===== src/rtl/mul_div_unit_pkg.sv =====
// Shared definitions for the iterative multiply/divide unit: operation
// encodings, default operand width, FSM state encoding and small op decoders.
package mul_div_unit_pkg;

  localparam int WIDTH_DEF = 32;

  typedef enum logic [1:0] {
    OP_MULT  = 2'b00,
    OP_MULTU = 2'b01,
    OP_DIV   = 2'b10,
    OP_DIVU  = 2'b11
  } opSel_e;

  typedef enum logic [1:0] {
    IDLE = 2'b00,
    CALC = 2'b01,
    FIX  = 2'b10
  } state_e;

  // Signed variants take operand magnitudes and re-apply signs at the end.
  function automatic logic isSignedOp(input logic [1:0] op);
    return (op == OP_MULT) || (op == OP_DIV);
  endfunction

  // Divide ops share the upper encoding bit.
  function automatic logic isDivOp(input logic [1:0] op);
    return op[1];
  endfunction

endpackage


===== src/rtl/mul_div_unit_if.sv =====
// Start/Busy/Done request interface between the pipeline controller and the
// multiply/divide unit. The controller drives the request side (master), the
// unit returns status and the HI/LO results (slave).
interface mul_div_unit_if
  import mul_div_unit_pkg::*;
#(
  parameter int WIDTH = WIDTH_DEF
);

  logic             Start;
  logic [1:0]       Op;
  logic [WIDTH-1:0] OperandA;
  logic [WIDTH-1:0] OperandB;
  logic             Busy;
  logic             Done;
  logic             DivZero;
  logic [WIDTH-1:0] HI;
  logic [WIDTH-1:0] LO;

  modport master (
    output Start, Op, OperandA, OperandB,
    input  Busy, Done, DivZero, HI, LO
  );

  modport slave (
    input  Start, Op, OperandA, OperandB,
    output Busy, Done, DivZero, HI, LO
  );

endinterface


===== src/rtl/mul_div_unit_signfix.sv =====
// Conditional two's-complement negation. With carryIn=1 this is a plain
// conditional negate (used for absolute values and single-word results).
// For the upper half of a double-word negate, carryIn carries the +1 in from
// the lower half, which only propagates when the lower word is zero.
module mul_div_unit_signfix #(
  parameter int WIDTH = 32
) (
  input  logic [WIDTH-1:0] dataIn,
  input  logic             negate,
  input  logic             carryIn,
  output logic [WIDTH-1:0] dataOut
);

  logic [WIDTH-1:0] inverted;
  logic [WIDTH-1:0] increment;

  assign inverted  = negate ? ~dataIn : dataIn;
  assign increment = {{(WIDTH-1){1'b0}}, negate & carryIn};
  assign dataOut   = inverted + increment;

endmodule


===== src/rtl/mul_div_unit.sv =====
// Iterative MIPS-style multiply/divide unit. Operands are reduced to
// magnitudes at the Start edge, a shared accumulator datapath runs one
// radix-2 shift-add (multiply) or restoring-divide step per clock, and a
// final FIX cycle re-applies signs and writes HI/LO.
module mul_div_unit
  import mul_div_unit_pkg::*;
#(
  parameter int WIDTH = WIDTH_DEF
) (
  input logic           Clock,
  input logic           Reset,
  mul_div_unit_if.slave bus
);

  localparam int CNT_W = (WIDTH > 1) ? $clog2(WIDTH) : 1;

  state_e           state;
  state_e           stateNext;
  logic [CNT_W-1:0] count;

  // Operation context captured at the Start edge.
  logic [1:0]       opReg;
  logic [WIDTH-1:0] operandMag;
  logic [WIDTH-1:0] rawA;
  logic             resultNeg;
  logic             remNeg;
  logic             bZero;

  // Shared datapath: acc is the upper product half / partial remainder,
  // mq is the multiplier being consumed / quotient being built.
  logic [WIDTH-1:0] acc;
  logic [WIDTH-1:0] mq;

  logic [WIDTH-1:0] hiReg;
  logic [WIDTH-1:0] loReg;
  logic             doneReg;
  logic             divZeroReg;

  logic             accept;
  logic             signedIn;
  logic             isDivReg;
  logic [WIDTH-1:0] absA;
  logic [WIDTH-1:0] absB;

  logic [WIDTH:0]   mulSum;
  logic [WIDTH:0]   divTrial;
  logic [WIDTH-1:0] accStep;
  logic [WIDTH-1:0] mqStep;

  logic             hiNegate;
  logic             hiCarry;
  logic [WIDTH-1:0] hiFixed;
  logic [WIDTH-1:0] loFixed;

  assign signedIn = isSignedOp(bus.Op);
  assign isDivReg = isDivOp(opReg);

  mul_div_unit_signfix #(.WIDTH(WIDTH)) uAbsA (
    .dataIn  (bus.OperandA),
    .negate  (signedIn & bus.OperandA[WIDTH-1]),
    .carryIn (1'b1),
    .dataOut (absA)
  );

  mul_div_unit_signfix #(.WIDTH(WIDTH)) uAbsB (
    .dataIn  (bus.OperandB),
    .negate  (signedIn & bus.OperandB[WIDTH-1]),
    .carryIn (1'b1),
    .dataOut (absB)
  );

  // Next-state logic and the accept strobe for a new request.
  always_comb begin
    stateNext = state;
    accept    = 1'b0;
    unique case (state)
      IDLE: begin
        if (bus.Start) begin
          accept    = 1'b1;
          stateNext = CALC;
        end
      end
      CALC: begin
        if (count == '0) begin
          stateNext = FIX;
        end
      end
      FIX:     stateNext = IDLE;
      default: stateNext = IDLE;
    endcase
  end

  // State register; reset aborts any operation in flight.
  always_ff @(posedge Clock) begin
    if (Reset) begin
      state <= IDLE;
    end else begin
      state <= stateNext;
    end
  end

  // One iteration step of either algorithm, computed from the current acc/mq.
  always_comb begin
    mulSum   = {1'b0, acc} + {1'b0, (mq[0] ? operandMag : {WIDTH{1'b0}})};
    divTrial = {acc, mq[WIDTH-1]} - {1'b0, operandMag};
    if (isDivReg) begin
      // Partial remainder stays below the divisor, so the shifted value's
      // top bit is always captured in divTrial and never lost from acc.
      if (!divTrial[WIDTH]) begin
        accStep = divTrial[WIDTH-1:0];
        mqStep  = {mq[WIDTH-2:0], 1'b1};
      end else begin
        accStep = {acc[WIDTH-2:0], mq[WIDTH-1]};
        mqStep  = {mq[WIDTH-2:0], 1'b0};
      end
    end else begin
      accStep = mulSum[WIDTH:1];
      mqStep  = {mulSum[0], mq[WIDTH-1:1]};
    end
  end

  // Sign restoration: the product is negated as a double word, so the upper
  // half only takes the +1 when the lower half is zero. The remainder follows
  // the dividend's sign, the quotient follows the operand sign difference.
  assign hiNegate = isDivReg ? remNeg : resultNeg;
  assign hiCarry  = isDivReg | (mq == '0);

  mul_div_unit_signfix #(.WIDTH(WIDTH)) uFixHi (
    .dataIn  (acc),
    .negate  (hiNegate),
    .carryIn (hiCarry),
    .dataOut (hiFixed)
  );

  mul_div_unit_signfix #(.WIDTH(WIDTH)) uFixLo (
    .dataIn  (mq),
    .negate  (resultNeg),
    .carryIn (1'b1),
    .dataOut (loFixed)
  );

  // Operand capture at the Start edge and the per-cycle iteration.
  always_ff @(posedge Clock) begin
    if (accept) begin
      opReg      <= bus.Op;
      operandMag <= absB;
      rawA       <= bus.OperandA;
      resultNeg  <= signedIn & (bus.OperandA[WIDTH-1] ^ bus.OperandB[WIDTH-1]);
      remNeg     <= signedIn & bus.OperandA[WIDTH-1];
      bZero      <= (bus.OperandB == '0);
      acc        <= '0;
      mq         <= absA;
    end else if (state == CALC) begin
      acc <= accStep;
      mq  <= mqStep;
    end
  end

  // Iteration counter, result registers and the Done/DivZero flags.
  always_ff @(posedge Clock) begin
    if (Reset) begin
      count      <= '0;
      doneReg    <= 1'b0;
      divZeroReg <= 1'b0;
      hiReg      <= '0;
      loReg      <= '0;
    end else begin
      doneReg <= 1'b0;
      unique case (state)
        IDLE: begin
          if (bus.Start) begin
            count <= CNT_W'(WIDTH - 1);
          end
        end
        CALC: begin
          if (count != '0) begin
            count <= count - CNT_W'(1);
          end
        end
        FIX: begin
          doneReg    <= 1'b1;
          divZeroReg <= isDivReg & bZero;
          // Divide by zero returns the raw dividend and an all-ones quotient
          // rather than the sign-corrected algorithm output.
          if (isDivReg && bZero) begin
            hiReg <= rawA;
            loReg <= '1;
          end else begin
            hiReg <= hiFixed;
            loReg <= loFixed;
          end
        end
        default: ;
      endcase
    end
  end

  assign bus.Busy    = (state != IDLE);
  assign bus.Done    = doneReg;
  assign bus.DivZero = divZeroReg;
  assign bus.HI      = hiReg;
  assign bus.LO      = loReg;

endmodule


===== src/flat_wrapper.sv =====
// flat-port wrapper written by rule: the top's interface ports become plain ports
module mul_div_unit_flat import mul_div_unit_pkg::*;
#(
  parameter int WIDTH = WIDTH_DEF
)
  (Clock, Reset, bus_Start, bus_Op, bus_OperandA, bus_OperandB, bus_Busy, bus_Done, bus_DivZero, bus_HI, bus_LO);
  mul_div_unit_if #(.WIDTH(WIDTH)) bus_i ();
  input logic Clock;
  input logic Reset;
  input wire logic [$bits(bus_i.Start)-1:0] bus_Start;
  input wire logic [$bits(bus_i.Op)-1:0] bus_Op;
  input wire logic [$bits(bus_i.OperandA)-1:0] bus_OperandA;
  input wire logic [$bits(bus_i.OperandB)-1:0] bus_OperandB;
  output wire logic [$bits(bus_i.Busy)-1:0] bus_Busy;
  output wire logic [$bits(bus_i.Done)-1:0] bus_Done;
  output wire logic [$bits(bus_i.DivZero)-1:0] bus_DivZero;
  output wire logic [$bits(bus_i.HI)-1:0] bus_HI;
  output wire logic [$bits(bus_i.LO)-1:0] bus_LO;
  assign bus_i.Start = bus_Start;
  assign bus_i.Op = bus_Op;
  assign bus_i.OperandA = bus_OperandA;
  assign bus_i.OperandB = bus_OperandB;
  assign bus_Busy = bus_i.Busy;
  assign bus_Done = bus_i.Done;
  assign bus_DivZero = bus_i.DivZero;
  assign bus_HI = bus_i.HI;
  assign bus_LO = bus_i.LO;
  mul_div_unit #(.WIDTH(WIDTH)) u_core (.Clock(Clock), .Reset(Reset), .bus(bus_i));
endmodule

===== config.mk =====
export PLATFORM = sky130hd
export DESIGN_NAME = mul_div_unit_flat
export DESIGN_NICKNAME = d
export VERILOG_FILES = /design/src/rtl/mul_div_unit_pkg.sv /design/src/rtl/mul_div_unit_if.sv /design/src/rtl/mul_div_unit_signfix.sv /design/src/rtl/mul_div_unit.sv /design/src/flat_wrapper.sv
export SDC_FILE = /design/constraint.sdc
export NUM_CORES = 1
export LEC_CHECK = 0
export BUFFER_PORTS_ARGS = -buffer_cell sky130_fd_sc_hd__buf_2
export CORE_MARGIN = 2
export CORE_UTILIZATION = 30
export CTS_BUF_LIST = sky130_fd_sc_hd__clkbuf_8 sky130_fd_sc_hd__clkbuf_16
export DETAILED_ROUTE_END_ITERATION = 8
export PLACE_DENSITY = 0.45
export SYNTH_ARGS = -nofsm -noshare
export SYNTH_HDL_FRONTEND = slang
export SYNTH_SLANG_ARGS = --single-unit

===== constraint.sdc =====
create_clock -name Clock -period 5.1 [get_ports Clock]
set_input_delay 1.275 -clock Clock [delete_from_list [all_inputs] [get_ports Clock]]
set_output_delay 1.275 -clock Clock [all_outputs]
set_load 0.02 [all_outputs]

---- After elaboration in Yosys (flattened, before gate mapping) ----
Cells that the tools add are included.
operators by class
  muxes and demuxes ....................... 23
  bitwise logic cells ..................... 11
  eq/ne operators ......................... 6
  reduce and logical (&&, ||, !) cells .... 13
  $add $sub $neg .......................... 7
operators with widths
  cell                 count
  $mux 32              12
  $add 32x1->32        4
  $not 32->32          4
  $logic_not 32->1     2
  $add 32x32->33       1
  $sub 33x32->33       1
  $mux 5               2
  $pmux 5 s2           1
  $reduce_bool 2->1    3
  $and 1x1->1          5
  $logic_not 5->1      1
  $mux 1               5
  $reduce_bool 5->1    1
  $sub 5x1->5 const B  1
  $eq 2x2->1 const B   2
  $logic_not 2->1      2
  $mux 2               2
  $ne 2x2->1 const B   2
  $pmux 2 s2           1
  $reduce_and 3->1     1
  $eq 2x1->1 const B   1
  $ne 2x1->1 const B   1
  $reduce_and 2->1     1
  $logic_and 1x1->1    1
  other kinds (3)      3
storage, ports and cells
  bits of input ports ..................... 69
  word-level logic and storage cells ...... 74
  flip-flop bits (word level) ............. 206

---- Depth between registers and ports, before layout ----
Gate-level depths: netlist (run 1).
  word-level depth ........................ 6
  depth in mapped cells ................... 17
  gate-level depth less buffers ........... 15

---- Cells and area by module ----
Synthesis (run 1) repeated with hierarchy kept, for this count alone.
unflattened totals
  cell total of the unflattened synthesis .. 2,204
  area, all modules ....................... 18,387.6 um2
by module, submodules not included
  module                                    cells each  times used  area each (um2)
  mul_div_unit                              1,332       1           12,021.5
  mul_div_unit_signfix (u_core.uFixHi ...)  218         2           1,592.8
  mul_div_unit_signfix (u_core.uAbsA ...)   218         2           1,590.3

---- Worst setup path after synthesis (run 1) ----
OpenSTA, ideal clock, no wires.
  path type ............................... input port to flip-flop
  start ................................... in bus_Op[0]
  end ..................................... reg u_core.operandMag[28] (data pin)
  arrival ................................. 4.122 ns
  path slack .............................. 0.721 ns
  required time ........................... 4.842 ns
  stages on the path ...................... 16
  library setup time ...................... 0.258 ns
  cells stage by stage .................... buf_6 -> nand2b_1 -> buf_4 -> buf_2 -> buf_1 -> clkbuf_1 -> xnor2_1 -> ha_1 -> o221a_2 -> o211a_1 -> nand2_1 -> a21oi_1 -> nand2_1 -> o21ai_0 -> a21oi_1 -> xnor2_1
between the ends
  cells in the longest elaborated chain, start to end .. 5
RTL lines
  element                                        line                        text
  start: declaration                             flat_wrapper.sv:11          input wire logic [$bits(bus_i.Op)-1:0] bus_Op;
  $eq 2x2->1 or $logic_not 2->1 (tied branches)  mul_div_unit_pkg.sv:22      return (op == OP_MULT) || (op == OP_DIV);
  $logic_or 1x1->1 *                             mul_div_unit_pkg.sv:22
  $and 1x1->1 *                                  mul_div_unit.sv:67          .negate (signedIn & bus.OperandB[WIDTH-1]),
  $mux 32                                        mul_div_unit_signfix.sv:17  assign inverted = negate ? ~dataIn : dataIn;
  $add 32x1->32 *                                mul_div_unit_signfix.sv:19  assign dataOut = inverted + increment;
  via u_core.absB[28]                            mul_div_unit.sv:43          logic [WIDTH-1:0] absB;
  end signal: assignment                         mul_div_unit.sv:146         operandMag <= absB;
  end: declaration                               mul_div_unit.sv:23          logic [WIDTH-1:0] operandMag;
The timed path passes the listed nets; every way through them passes the cells marked *.
A chain may end at the register's enable or synchronous reset.

---- Final worst setup path (run 1) ----
  start ................................... reg u_core.mq[6]
  end ..................................... reg u_core.hiReg[28] (netlist: u_core.bus.HI[28])
between the ends
  cells in the longest elaborated chain, start to end .. 5
RTL lines
  element                   line                        text
  start: declaration        mul_div_unit.sv:32          logic [WIDTH-1:0] mq;
  start signal: assignment  mul_div_unit.sv:152         mq <= absA;
  start signal: assignment  mul_div_unit.sv:155         mq <= mqStep;
  $logic_not 32->1          mul_div_unit.sv:126         assign hiCarry = isDivReg | (mq == '0);
  $or 1x1->1                mul_div_unit.sv:126
  $and 1x1->1               mul_div_unit_signfix.sv:18  assign increment = {{(WIDTH-1){1'b0}}, negate & carryIn};
  $add 32x1->32             mul_div_unit_signfix.sv:19
  $mux 32                   mul_div_unit.sv:185         if (isDivReg && bZero) begin
  end signal: assignment    mul_div_unit.sv:186         hiReg <= rawA;
  end signal: assignment    mul_div_unit.sv:189         hiReg <= hiFixed;
  end: declaration          mul_div_unit.sv:34          logic [WIDTH-1:0] hiReg;
No other way between the ends.

==> results of run 1 <==
==> final cells by class <==
cell class                      count  share of cell area, %
Clock buffer                       31                   4.03
Multi-Input combinational cell   1602                   56.5
Timing Repair Buffer              159                   4.78
Tap cell                          696                   4.73
Inverter                           76                   1.59
Clock inverter                     18                  0.625
Sequential cell                   205                   27.7
==> per-layer routing <==
metal / vias up / share of wire (%)
met5: - / 0
met4: 0 / 2.2
met3: 64 / 4.9
met2: 388 / 43
met1: 7063 / 50
li1: 7366 / -
==> through the flow <==
stage	hold WS (ns)	worst slack (ns)	power, mW
after floorplan	0.468	0.721	4.27
after global placement	0.467	0.674	5.08
after detailed placement	0.480	0.587	5.08
after CTS	0.499	0.549	6.96
after global routing	0.515	0.145	7.37
final	0.498	0.435	6.90
==> cells in the final DEF, fill, tap and decap left out, types with 11 or more instances in the layout <==
cell type	count
nor3_1	30
nand4_1	21
a21o_1	28
edfxtp_1	100
nor4_1	18
ha_1	75
a31oi_1	16
mux2i_1	62
buf_2	135
inv_1	84
nand2_1	148
buf_4	22
a211oi_1	40
and2_1	11
dfxtp_1	105
or3_1	17
xor2_1	57
nand3_1	40
o22ai_1	32
xnor2_1	165
o21ai_0	152
and3_1	22
clkbuf_16	28
nor2_1	235
a21oi_1	210
o21a_1	11
nand2b_1	24
==> state kept, by name, summed over array words and instances, names as in the netlist <==
register	count
u_core.rawA	32
u_core.state	2
u_core.bus.Done	1
u_core.remNeg	1
u_core.bus.LO	32
u_core.acc	32
u_core.resultNeg	1
u_core.bZero	1
u_core.count	5
u_core.opReg	1
u_core.operandMag	32
u_core.bus.DivZero	1
u_core.bus.HI	32
u_core.mq	32
==> Yosys cell counts, types with 5 or more instances <==
cell	n
o211a_1	7
nand4_1	21
o22ai_1	32
o31ai_1	7
buf_1	13
clkbuf_1	95
o21ai_0	152
nor2b_1	8
nor4_1	18
mux2_2	6
o21ai_1	8
a21oi_1	210
a41o_1	5
o221ai_1	5
nor3b_1	7
a31oi_1	16
a21o_1	28
nand3_1	40
mux2i_1	63
and3_1	22
dfxtp_1	105
nand2b_1	25
a31o_2	5
edfxtp_1	100
inv_1	74
nor3_1	30
xor2_1	58
o211ai_1	8
and4_1	9
buf_2	17
o21bai_1	9
or3_1	17
o21a_1	11
ha_1	75
a221oi_1	6
a311oi_1	9
nor2_1	236
and2_1	11
xnor2_1	165
or2_2	7
nand2_1	149
a211oi_1	40
==> logic make-up after synthesis <==
group | share of synthesized area (%)
buf+inv | 4.94
mux | 4.38
simple gates | 18.6
xor+xnor | 12.0
compound gates | 22.7
fa+ha+maj | 6.01
flops | 31.4
==> report_power, final <==
part           total (mW)  switching [mW]  internal, mW
sequential           2.31           0.351          1.96
clock                1.84           0.757          1.08
combinational        2.75            1.64          1.11
==> tightest hold or removal path, delay by kind of cell, from the launching register on <==
kind | cells | cell delay [ns]
compound gates | 1 | 0.06
flops | 1 | 0.32
simple gates | 1 | 0.08
==> worst max path at each step <==
stage,startpoint,endpoint
2_1_floorplan,bus_Op[0],u_core.operandMag[28]
3_3_place_gp,u_core.mq[6],u_core.bus.HI[28]
3_5_place_dp,u_core.mq[6],u_core.bus.HI[28]
4_1_cts,u_core.mq[6],u_core.bus.HI[28]
5_1_grt,u_core.mq[6],u_core.bus.HI[28]
6_report,u_core.mq[6],u_core.bus.HI[28]
==> summary.md, run 1 <==
| Metric | Value |
|---|---|
| Most Crowded Layer GR | `met2` |
| Final Hold Vio Count | `0` |
| Async S/R FF share, synth | `0%` |
| Met2 Track Usage GR | `29.0%` |
| Min Clock Period, post-route | `4.66 ns` |
| Core Area | `53700 um^2` |
| CP max stage cell | `o31ai_1` |
| Post-Syn Area | `16300 um^2` |
| Placed cell count | `2738` |
| Power Dens Cells | `374 nW/um^2` |
| DP Area | `17600 um^2` |
| Initial core utilization | `30.3%` |
| Total number of vias | `14900` |
| Clock sinks | `205` |
| P_leak | `7.43 nW` |
| Synth top area cells | `edfxtp_1 18%, dfxtp_1 13%, xnor2_1 8.9%` |
| Core Util, Final | `34.3%` |
| EDFF count, synth | `100` |
| Tightest Hold Check Type | `reg2reg` |
| Htree depth | `1` |
| Worst Hold Depth | `2` |
| Post-CTS setup buffer count | `0` |
| Layout cells sized above 1 | `11.9%` |
| CTS tree | `built` |
| Grt ovf | `0` |
| Synth cell types | `93` |
| Global Route met1 Usage | `28.4%` |
| Setup TNS | `0 ns` |
| Largest net degree at the start of global routing | `132` |
| Full die area | `56100 um^2` |
| End of the worst register-to-register path | `u_core.bus.HI[28]` |
| Layout Nets | `2217` |
| Vias in the first global route | `14100` |
| DR pass1 iterations | `5` |
| # rows | `85` |
| Root Driver | `clkbuf_16` |
| Biggest area consumer among synthesized cells | `edfxtp_1` |
| WL per Instance | `19.5 um` |
| Sequential-to-total area share from yosys stat | `31.4%` |
| Via density | `5.34` |
| Tot GR Track Use | `19.0%` |
| Synth Area per Inst | `8.10 um^2` |
| Area of the multi-input gates | `10400 um^2` |
| Hold_buf cts | `0` |
| Fin crit share | `91.5%` |
| Crit end category | `flop` |
| Min-Delay Endpoint | `u_core.bus.HI[25]` |
| Skew-Pair Late Insertion Delay | `0.57 ns` |
| IO buf count | `135` |
| Synth Flop Type | `dfxtp_1` |
| DRT antenna net count | `0` |
| RR Startpoint | `u_core.mq[6]` |
| R2r setup slk | `0.44 ns` |
| Die W | `237 um` |
| Global-route wire length before repair | `84.1 mm` |
| Crit path depth | `14` |
| Final Instance Area | `18400 um^2` |
| Die Y-Extent | `237 um` |
| Hold_sp | `u_core.bus.HI[25]` |
| DRC | `0` |
| Resize count post-CTS | `0` |
| Initial DRC Count | `1005` |
| Top-Level Pins | `136` |
| Syn Nets | `2157` |
| Reg clk slew, reported paths | `0.06 ns` |
| Fmax | `0.214 GHz` |
| Worst Tran Pin Value | `0.929 ns` |
| Status | `finished, final reports clean` |
| Max FO, Critical Path | `10` |
| Skew final | `0.0311 ns` |
| Antenna violations before repair | `0` |
| Max stage delay on crit path | `0.60 ns` |
| Peak supply drop | `200 uV` |
| Area Growth Syn to Fin | `13.2%` |
| Longest Clk Path Bufs | `3` |
| Finished Layout Cells | `2787` |
| Register area | `5100 um^2` |
| CP top delay family | `compound AO/OA/AOI/OAI gates` |
| Flops & latches, synth | `205` |
| Arr. time, crit path | `5.13 ns` |
| Inserted Clock Buffers | `27` |
| Final setup violation count | `0` |
| Final wirelength | `54.5 mm` |
| CP required | `5.57 ns` |
| Crit path launch type | `flop` |
| Relative slew slack | `36.5%` |
| Gp weighted congestion | `0.833` |
| Crit Path Class | `reg2reg` |
| YS warnings | `0` |
| Top cell type's share of synthesized area | `18.4%` |
| Antenna diodes | `0` |
| RSZ-0062 raised after global routing | `false` |
| Met3 Resource Use GR | `2.08%` |
| Worst Path Buf+Inv | `0` |
| Post-Syn Instances | `2011` |
| Register-to-Register Path Depth | `14` |
| Max_cap viols | `0` |
| Number of fill cells | `5657` |
| Final Max Slew Viols | `0` |
| HPWL after DPL | `41.2 mm` |
| Crit-path cells | `or3_1 -> nor3_1 -> nand3_1 -> o31ai_1 -> ha_1 -> ha_1 -> a21boi_1 -> and4bb_2 -> nand2_1 -> a21oi_1 -> mux2i_1 -> xor2_1 -> a21oi_1 -> a31o_2` |
(Power assumes the default switching activity.)
==> inputs of run 2 (changes only) <==
--- a/config.mk
+++ b/config.mk
@@ -10,7 +10,7 @@
 export CORE_UTILIZATION = 30
 export CTS_BUF_LIST = sky130_fd_sc_hd__clkbuf_8 sky130_fd_sc_hd__clkbuf_16
 export DETAILED_ROUTE_END_ITERATION = 8
-export PLACE_DENSITY = 0.45
+export PLACE_DENSITY = 0.55
 export SYNTH_ARGS = -nofsm -noshare
 export SYNTH_HDL_FRONTEND = slang
 export SYNTH_SLANG_ARGS = --single-unit
==> summary.md, run 2 (same netlist as run 1, synthesis figures left out) <==
| Metric | Value |
|---|---|
| Worst Tran Pin Value | `0.819 ns` |
| Antenna diodes | `0` |
| Pre-CTS setup slack | `0.644 ns` |
| Seq pwr share | `33.2%` |
| Fmax | `0.223 GHz` |
| P_leak | `7.43 nW` |
| Post-CTS setup buffer count | `0` |
| Reg clk slew, reported paths | `0.06 ns` |
| Final Instance Area | `18500 um^2` |
| Power Dens Cells | `374 nW/um^2` |
| Core Area | `53700 um^2` |
| CP max stage cell | `o31ai_1` |
| Min Clock Period, post-route | `4.49 ns` |
| RR Startpoint | `u_core.mq[8]` |
| Setup TNS | `0 ns` |
| Initial core utilization | `30.3%` |
| IO buf count | `135` |
| Global Route met1 Usage | `25.5%` |
| Tightest Hold Check Type | `reg2reg` |
| CTS tree | `built` |
| Register area | `5100 um^2` |
| Crit end category | `flop` |
| Grt ovf | `0` |
| Full die area | `56100 um^2` |
| Antenna violations before repair | `2` |
| Met2 Track Usage GR | `28.8%` |
| Clock power frac | `26.6%` |
| Number of fill cells | `5601` |
| Most frequent cells in the layout | `236 x nor2_1, 210 x a21oi_1, 165 x xnor2_1` |
| Relative slew slack | `45.4%` |
| Final wirelength | `52.1 mm` |
| Max FO, Critical Path | `6` |
| Die W | `237 um` |
| Combinational fraction of design power | `40.2%` |
| Most common cell after layout, fill and taps aside | `nor2_1` |
| Setup WS post-layout | `0.609 ns` |
| Internal | `4.18 mW` |
| DRT antenna net count | `0` |
| Root Driver | `clkbuf_16` |
| Register-to-Register Path Depth | `14` |
| Longest Clk Path Bufs | `3` |
| Arr. time, crit path | `4.92 ns` |
| Met3 Resource Use GR | `2.62%` |
| Initial DRC Count | `1220` |
| Finished Layout Cells | `2794` |
| Die Y-Extent | `237 um` |
| DR pass1 iterations | `5` |
| Max stage delay on crit path | `0.51 ns` |
| Tot Pwr | `6.91 mW` |
| CP required | `5.53 ns` |
| Sw Pwr | `2.73 mW` |
| Max_cap viols | `0` |
| Sw frac | `39.5%` |
| Largest net degree at the start of global routing | `84` |
| Placed cell count | `2746` |
| Hold_buf cts | `0` |
| Crit-path cells | `or3_1 -> nor3_1 -> nand3_1 -> o31ai_1 -> ha_1 -> ha_1 -> a21boi_1 -> and4bb_2 -> nand2_1 -> a21oi_1 -> mux2i_1 -> xor2_1 -> a21oi_1 -> a31o_2` |
| Htree depth | `1` |
| CP endpoint | `u_core.bus.HI[28]` |
| Vias in the first global route | `14400` |
| Resize count post-CTS | `0` |
| HPWL after DPL | `39.8 mm` |
| Final Max Slew Viols | `0` |
| End of the worst register-to-register path | `u_core.bus.HI[28]` |
| R2r setup slk | `0.61 ns` |
| Final Hold Vio Count | `0` |
| WL per Instance | `18.6 um` |
| DP Area | `17600 um^2` |
| Hold_sp | `u_core.bus.HI[24]` |
| Tot GR Track Use | `18.2%` |
| Peak supply drop | `218 uV` |
| Inserted Clock Buffers | `26` |
| # rows | `85` |
| Area of the multi-input gates | `10400 um^2` |
| Global-route wire length before repair | `81.6 mm` |
| Total number of vias | `15100` |
| DRC | `0` |
| Gp weighted congestion | `0.899` |
| RSZ-0062 raised after global routing | `false` |
| Core Util, Final | `34.4%` |
| Top-Level Pins | `136` |
| Crit path launch type | `flop` |
| Area Growth Syn to Fin | `13.4%` |
| Most Crowded Layer GR | `met2` |
| Via density | `5.39` |
| Status | `finished, final reports clean` |
| Fin crit share | `88.0%` |
| Skew final | `0.0266 ns` |
| Layout Nets | `2224` |
| Clock sinks | `205` |
| Layout cells sized above 1 | `12.7%` |
| Hold slack | `0.490 ns` |
| Skew-Pair Late Insertion Delay | `0.56 ns` |
| Final setup violation count | `0` |
| Worst setup startpoint | `u_core.mq[8]` |
| Crit Path Class | `reg2reg` |
[run 2: cell type report]
cell class              instances  share of cell area (%)
well taps                     696                    4.72
inverters                      76                    1.59
clock inverters                20                   0.942
flip-flops and latches        205                    27.6
multi-input cells            1602                    56.4
clock buffers                  28                    3.73
repair buffers                167                    4.96
[run 2: power by group through the flow]
stage          Clock (mW)  Sequential (mW)  Combinational [mW]
2_1_floorplan           0             2.15                2.12
3_3_place_gp            0             2.32                2.72
3_5_place_dp            0             2.32                2.74
4_1_cts              1.89             2.29                2.76
5_1_grt              1.95             2.33                3.08
6_report             1.84             2.29                2.78
[run 2: worst min path at each step]
stage,endpoint,depth (start not counted),slack [ns]
CTS,u_core.bus.HI[24],2,0.48
floorplan,u_core.count[0],1,0.47
detailed placement,u_core.bus.HI[24],2,0.48
global route,u_core.bus.HI[4],2,0.53
finish,u_core.bus.HI[24],2,0.49
global placement,u_core.bus.HI[18],2,0.47
[run 2: worst max-delay path: cells and delay by family (launching register included)]
family / cells / cell delay (ns)
flops: 1 / 0.47
mux: 1 / 0.24
compound gates: 5 / 1.48
xor+xnor: 1 / 0.18
fa+ha+maj: 2 / 0.67
simple gates: 5 / 1.33
[run 2: per-layer routing]
metal  vias up  share of wire [%]
met5         -              0.038
met4         4                2.8
met3        74                5.1
met2       399                 44
met1      7194                 48
li1       7383                  -
